===== src/rtl/cache_controller.sv =====
// Request-side cache controller: looks up single-byte CPU loads and stores, writes back
// dirty victims, fills or allocates on a miss, and keeps saturating hit/miss counters.
module cache_controller #(
  parameter int unsigned ADDRESS_WORD_SIZE = 32,
  parameter int unsigned CNT_WIDTH         = 16
) (
  input  logic                         clk,
  input  logic                         rst_b,
  input  logic                         cpu_req,
  input  logic                         cpu_we,
  input  logic [ADDRESS_WORD_SIZE-1:0] cpu_addr,
  input  logic [7:0]                   cpu_wdata,
  output logic                         cpu_ready,
  output logic [7:0]                   cpu_rdata,
  output logic [ADDRESS_WORD_SIZE-1:0] cache_addr,
  output logic                         try_read,
  output logic                         try_write,
  output logic                         cache_write,
  output logic [7:0]                   cache_wdata,
  input  logic [7:0]                   cache_data,
  input  logic                         hit,
  input  logic                         dirty,
  input  logic [ADDRESS_WORD_SIZE-1:0] victim_addr,
  output logic                         mem_req,
  output logic                         mem_we,
  output logic [ADDRESS_WORD_SIZE-1:0] mem_addr,
  output logic [7:0]                   mem_wdata,
  input  logic [7:0]                   mem_rdata,
  input  logic                         mem_ack,
  output logic [CNT_WIDTH-1:0]         hit_count,
  output logic [CNT_WIDTH-1:0]         miss_count
);

  typedef enum logic [2:0] {
    IDLE, LOOKUP, COMPARE, UPDATE, WRITEBACK, FILL, ALLOCATE, RESPOND
  } state_t;

  state_t                         state, next_state;
  logic [ADDRESS_WORD_SIZE-1:0]   addr_l, victim_l;
  logic                           we_l;
  logic [7:0]                     wdata_l, data_l, victim_data_l;

  assign cache_addr = addr_l;

  always_ff @(posedge clk) begin
    if (!rst_b) begin
      state         <= IDLE;
      addr_l        <= '0;
      we_l          <= 1'b0;
      wdata_l       <= '0;
      data_l        <= '0;
      victim_l      <= '0;
      victim_data_l <= '0;
      hit_count     <= '0;
      miss_count    <= '0;
    end else begin
      state <= next_state;
      case (state)
        IDLE: if (cpu_req) begin
          addr_l  <= cpu_addr;
          we_l    <= cpu_we;
          wdata_l <= cpu_wdata;
        end
        COMPARE: if (hit) begin
          data_l <= cache_data;
          if (hit_count != '1) hit_count <= hit_count + CNT_WIDTH'(1);
        end else begin
          victim_l      <= victim_addr;
          victim_data_l <= cache_data;
          if (miss_count != '1) miss_count <= miss_count + CNT_WIDTH'(1);
        end
        // data_l holds the load result from either the hit or the fill
        FILL: if (mem_ack) data_l <= mem_rdata;
        default: ;
      endcase
    end
  end

  always_comb begin
    next_state  = state;
    cpu_ready   = 1'b0;
    cpu_rdata   = '0;
    try_read    = 1'b0;
    try_write   = 1'b0;
    cache_write = 1'b0;
    cache_wdata = '0;
    mem_req     = 1'b0;
    mem_we      = 1'b0;
    mem_addr    = '0;
    mem_wdata   = '0;
    case (state)
      IDLE: if (cpu_req) next_state = LOOKUP;
      LOOKUP: begin
        try_read   = !we_l;
        try_write  = we_l;
        next_state = COMPARE;
      end
      COMPARE: begin
        if (hit)        next_state = we_l ? UPDATE : RESPOND;
        else if (dirty) next_state = WRITEBACK;
        else            next_state = we_l ? ALLOCATE : FILL;
      end
      UPDATE: begin
        cache_write = 1'b1;
        cache_wdata = wdata_l;
        next_state  = RESPOND;
      end
      WRITEBACK: begin
        mem_req   = 1'b1;
        mem_we    = 1'b1;
        mem_addr  = victim_l;
        mem_wdata = victim_data_l;
        if (mem_ack) next_state = we_l ? ALLOCATE : FILL;
      end
      FILL: begin
        mem_req  = 1'b1;
        mem_addr = addr_l;
        if (mem_ack) next_state = ALLOCATE;
      end
      ALLOCATE: begin
        cache_write = 1'b1;
        cache_wdata = we_l ? wdata_l : data_l;
        next_state  = RESPOND;
      end
      RESPOND: begin
        cpu_ready  = 1'b1;
        cpu_rdata  = we_l ? 8'h00 : data_l;
        next_state = IDLE;
      end
      default: next_state = IDLE;
    endcase
  end

endmodule


===== config.mk =====
export PLATFORM = sky130hd
export DESIGN_NAME = cache_controller
export DESIGN_NICKNAME = d
export VERILOG_FILES = /design/src/rtl/cache_controller.sv
export SDC_FILE = /design/constraint.sdc
export NUM_CORES = 1
export LEC_CHECK = 0
export ABC_AREA = 1
export CORE_ASPECT_RATIO = 0.7
export CORE_MARGIN = 2
export CORE_UTILIZATION = 46
export CTS_BUF_LIST = sky130_fd_sc_hd__clkbuf_2
export DETAILED_ROUTE_END_ITERATION = 6
export PLACE_DENSITY = 0.82
export SETUP_SLACK_MARGIN = 0.05
export SYNTH_ARGS = -nofsm -noshare
export SYNTH_HDL_FRONTEND = slang
export SYNTH_SLANG_ARGS = --single-unit
export TNS_END_PERCENT = 1

===== constraint.sdc =====
create_clock -name clk -period 1.7 [get_ports clk]
set_input_delay 0.34 -clock clk [delete_from_list [all_inputs] [get_ports clk]]
set_output_delay 0.34 -clock clk [all_outputs]
set_load 0.02 [all_outputs]

* Yosys cells after proc, flatten, opt, wreduce, memory -nomap -nowiden
Cells that the tools add are included.
Word-level totals: bits in read-only memories 0, bits of input ports 95, bits in registers 124, memories 0, output and inout port bits 126, memory bits (writable) 0, bits in latches 0
Cells by class: magnitude comparators 0, multiplexer cells 23, reductions and logical operators 11, bitwise operators 1, shift-type cells 0, $mul 0, add/sub/neg operators 2, equal/unequal tests 13, div/mod/pow operators 0
Operator list (count):
- one-hot mux 32 bit (2 select lines) | 1
- 2-to-1 mux 8 bit | 6
- adder 16 x 1 -> 16 bit, second input constant | 2
- inequality test 16 bit, second input constant | 2
- one-hot mux 8 bit (2 select lines) | 2
- one-hot mux 3 bit (7 select lines) | 1
- 2-to-1 mux 3 bit | 5
- equality test 3 bit, second input constant | 4
- AND reduction 3 bit | 4
- inequality test 2 bit, second input constant | 4
- equality test 3 x 2 -> 1 bit, second input constant | 2
- 2-to-1 mux 1 bit | 6
- 2-to-1 mux 2 bit | 2
- AND reduction 2 bit | 2
- OR reduction 2 bit | 2
- equality test 3 x 1 -> 1 bit, second input constant | 1
- zero test 3 bit | 1
- nonzero test 2 bit | 1
- zero test 1 bit | 1
- NOT 1 bit | 1

* Longest topological paths before layout
depth after elaboration 4, mapped depth 10

* Worst setup path before layout
No wires, ideal clock.
kind register to output, from reg state[0], to out cpu_rdata[2], path buffers 0, path slack -0.408 ns, arrival time 1.768 ns, cell stages (with the launch flop) 5, data required time 1.360 ns, path through dfxtp_1 -> inv_2 -> nor3_1 -> inv_1 -> nor3_1
Between the ends: longest elaborated chain between the ends 2
Ends and longest elaborated chain:
- start: declaration | line 38 | state_t state, next_state;
- start signal: assignment | line 57 | state <= next_state;
- equality test 3 bit | line 91 | case (state)
- 2-to-1 mux 8 bit | line 91
- end: declaration | line 14 | output logic [7:0] cpu_rdata,
Every way passes these cells.

* Final worst setup path
from reg state[1], to out cache_write
Between the ends: longest elaborated chain between the ends 3
Ends and longest elaborated chain:
- equality test 3 bit or equality test 3 x 2 -> 1 bit (tied branches) | line 91
- OR reduction 2 bit (no source line) *
- 2-to-1 mux 1 bit * | line 91
- end: declaration | line 18 | output logic cache_write,
Mark *: on every way between the ends. The rest lies on a longest branch, timed or not.

==> impl_metrics.json <==
{
  "clock.fmax_ghz": 0.447,
  "synth_area_leaders": "dfxtp_1 (41%), o21ai_0 (12%), nand2_1 (10%)",
  "final_max_slew_viol_count": 0,
  "dp_slack_ps": -434,
  "hp-class": "in -> reg",
  "syn_area_mm2": 0.00610,
  "min_from": "victim_addr[22]",
  "worst-endpoint-arrival_ps": 1900,
  "drc": 0,
  "synth.yosys.seq_area_share_pct": 40.7,
  "syn2layout_area_growth_pct": 55.1,
  "fin_ws_ps": -538,
  "seqPwrFrac_pct": 39.0,
  "ys.flop_type": "dfxtp_1",
  "fillers": 1035,
  "ir_drop_mv": 0.565,
  "post_drt_wl_per_cell_um": 15.3,
  "drt_iter0_markers": 518,
  "hold_viol": 0,
  "p_total_mw": 9.45,
  "grt_remaining_overflow": 0,
  "synthesis.instances": 899,
  "p_switching_mw": 3.65,
  "gp_congestion": 0.886,
  "pwr_density_cell_mw_per_mm2": 999,
  "h-tree-depth": 4,
  "start_util_pct": 46.7,
  "synthesis.nets": 996,
  "timing.final.crit_share_pct": 132,
  "core-area_mm2": 0.0131,
  "n_antenna_cell": 0,
  "path_class": "reg -> out",
  "status": "finished, violations left",
  "path_buf_inv": 2,
  "fin_setup_tns_ps": -26520,
  "firstDrtPassIters": 5,
  "fin_skew_ps": 38.5,
  "clkSinkCount": 124,
  "violations": "negative setup slack",
  "fin_cells": 1348,
  "crit_chain": "nand3_1 -> buf_4 -> nand2_1 -> clkdlybuf4s15_2",
  "crit_path_max_incr_delay_ps": 440,
  "via_count": 6995,
  "critPathMaxFanout": 4,
  "cts_made_buffers": 17,
  "slowest_stage": "dfxtp_4",
  "place_area_mm2": 0.00899,
  "utilization_pct": 72.5,
  "maxCapViolCount": 0,
  "die_w_um": 142,
  "cts_buffer_depth": 2,
  "synth-async-reset-ratio_pct": 0,
  "finalWirelength_mm": 20.6,
  "io_buffers": 220,
  "reg2reg_from": "state[0]$_SDFFE_PN0P_",
  "internal-power_mw": 5.80,
  "path_clk_slew_ps": 230,
  "clock_latency_ps": 670,
  "hold_end": "victim_l[22]$_SDFFE_PN0P_",
  "die_y_um": 100,
  "r2r_slack_ps": 30,
  "hpwl_mm": 14.3,
  "yosys.area.top_type_share_pct": 40.7,
  "whs_ps": 215,
  "ys_seq_elements": 124,
  "finalSetupViolCount": 62,
  "synth_common_cells": "nand2_1 (170), o21ai_0 (150), nor2_1 (139)",
  "min_path_cells": 3,
  "drive_gt1_share_pct": 34.1,
  "startpoint_type": "register",
  "grt_max_degree": 61,
  "grt_pass1_wl_mm": 31.6,
  "grt_usage_pct": 27.8,
  "critPathTopFamily": "buffers and inverters",
  "yosysUniqueCellTypes": 32,
  "fin_area_mm2": 0.00946,
  "dpl.cell_count": 1309,
  "fin_crit_ps": 2240,
  "post-synth-top-count-cell": "nand2_1",
  "synth_top_cell_by_area": "dfxtp_1",
  "cts_root_buffer": "clkbuf_2",
  "cts_tree": "built",
  "ioPinCount": 221,
  "die_area_mm2": 0.0142,
  "drtAntennaViolNets": 0,
  "worstMarginPinSlew_ps": 464,
  "rows": 35,
  "power_frac_comb_pct": 38.9,
  "swShare_pct": 38.7,
  "synth_warnings": 0,
  "vias_per_cell": 5.19,
  "final_nets": 1266,
  "crit_required_ps": 1360,
  "grt_pass1_vias": 6258,
  "multi_input_area_mm2": 0.00323,
  "rsz0062_at_grt": "true",
  "p_clk_share_pct": 22.1,
  "seqCellArea_mm2": 0.00261,
  "ff2ff_path_depth": 10,
  "antenna_found_initial": 0,
  "max_slew_margin_pct": 68.9,
  "syn_avg_cell_area_um2": 6.78,
  "worstReg2RegEnd": "victim_l[23]$_SDFFE_PN0P_",
  "cp-end-kind": "output pin",
  "synth_edf_count": 0,
  "leakagePower_nw": 3.97
}
-- final cells by class --
cell class | instances | area share (%)
inverters | 93 | 3.82
repair buffers | 299 | 29.3
well taps | 166 | 2.20
multi-input cells | 634 | 34.2
clock inverters | 15 | 1.98
clock buffers | 17 | 0.899
flip-flops and latches | 124 | 27.6
-- tightest hold or removal path: cells and delay by family --
kind                   cells  cell delay, ps
and+or+nand+nor            2             150
buffers and inverters      1             400
-- sequential cells by signal (all words and copies together), names as in the netlist --
signal / count
victim_data_l: 8
miss_count: 16
hit_count: 16
cache_addr: 32
we_l: 1
victim_l: 32
state: 3
wdata_l: 8
data_l: 8
-- metal layers --
layer,vias up,wire length (um),global-route usage (%)
met5,-,0,0
met2,279,9430,43.9
li1,3445,-,-
met3,32,1400,5.92
met4,0,356,8.77
met1,3239,9420,38.2
-- cells in the final DEF (no fill, tap or decap), types with 3 or more instances in the layout --
master             n
nand2_4            5
dfxtp_4           19
nor3_4             4
nand3_1           34
xor2_1             4
nand2_1          157
dfxtp_1           60
buf_6             43
nand4_1           11
buf_4            112
buf_12            11
dfxtp_2           45
inv_4              3
inv_1             84
bufinv_16          3
clkbuf_2          17
clkdlybuf4s50_1   93
xnor2_1            5
o21ai_2           19
a21oi_1           64
inv_6              4
nor2_4             7
nor2_2            12
nor2_1           127
o21ai_1           15
inv_2              4
o21ai_0          116
a21oi_2           16
nand2_2           26
clkinv_4           4
buf_2             34
-- power by group through the flow --
| stage | registers [mW] | clock network (mW) | logic [mW] |
|---|---|---|---|
| after global routing | 3.73 | 2.27 | 3.97 |
| after global placement | 3.67 | 0 | 3.39 |
| after floorplan | 3.98 | 0 | 1.43 |
| after detailed placement | 3.69 | 0 | 3.42 |
| final | 3.69 | 2.09 | 3.68 |
| after CTS | 3.65 | 2.13 | 3.42 |
-- timing repair --
item,CTS,global route
pin swaps,3,5
gates cloned,2,2
setup endpoints to repair,127,177
endpoints found under the hold margin,1,0
hold buffers,1,0
setup buffers,2,0
resized for setup,730,126
-- how the worst max path moves through the flow --
stage	startpoint	to	slack, ps	cells after the start
2_1_floorplan	state[0]$_SDFFE_PN0P_	mem_addr[0]	10	5
3_3_place_gp	state[0]$_SDFFE_PN0P_	mem_addr[24]	-400	6
3_5_place_dp	state[0]$_SDFFE_PN0P_	mem_addr[24]	-430	6
4_1_cts	state[1]$_SDFFE_PN0P_	cache_wdata[6]	-550	4
5_1_grt	state[2]$_SDFFE_PN0P_	cache_write	-650	5
6_report	state[1]$_SDFFE_PN0P_	cache_write	-540	4
-- kinds of logic (layout without fill, tap and decap cells) --
kind of cell	after synthesis	count (layout)	synth area share (%)
AO/OA/AOI/OAI	232	232	20.2
XOR/XNOR	9	9	1.29
buffers and inverters	141	424	9.68
adder cells (fa/ha/maj)	2	2	0.410
AND/OR/NAND/NOR	391	391	27.7
flip-flops	124	124	40.7
Power figures use the tool's default switching activity.
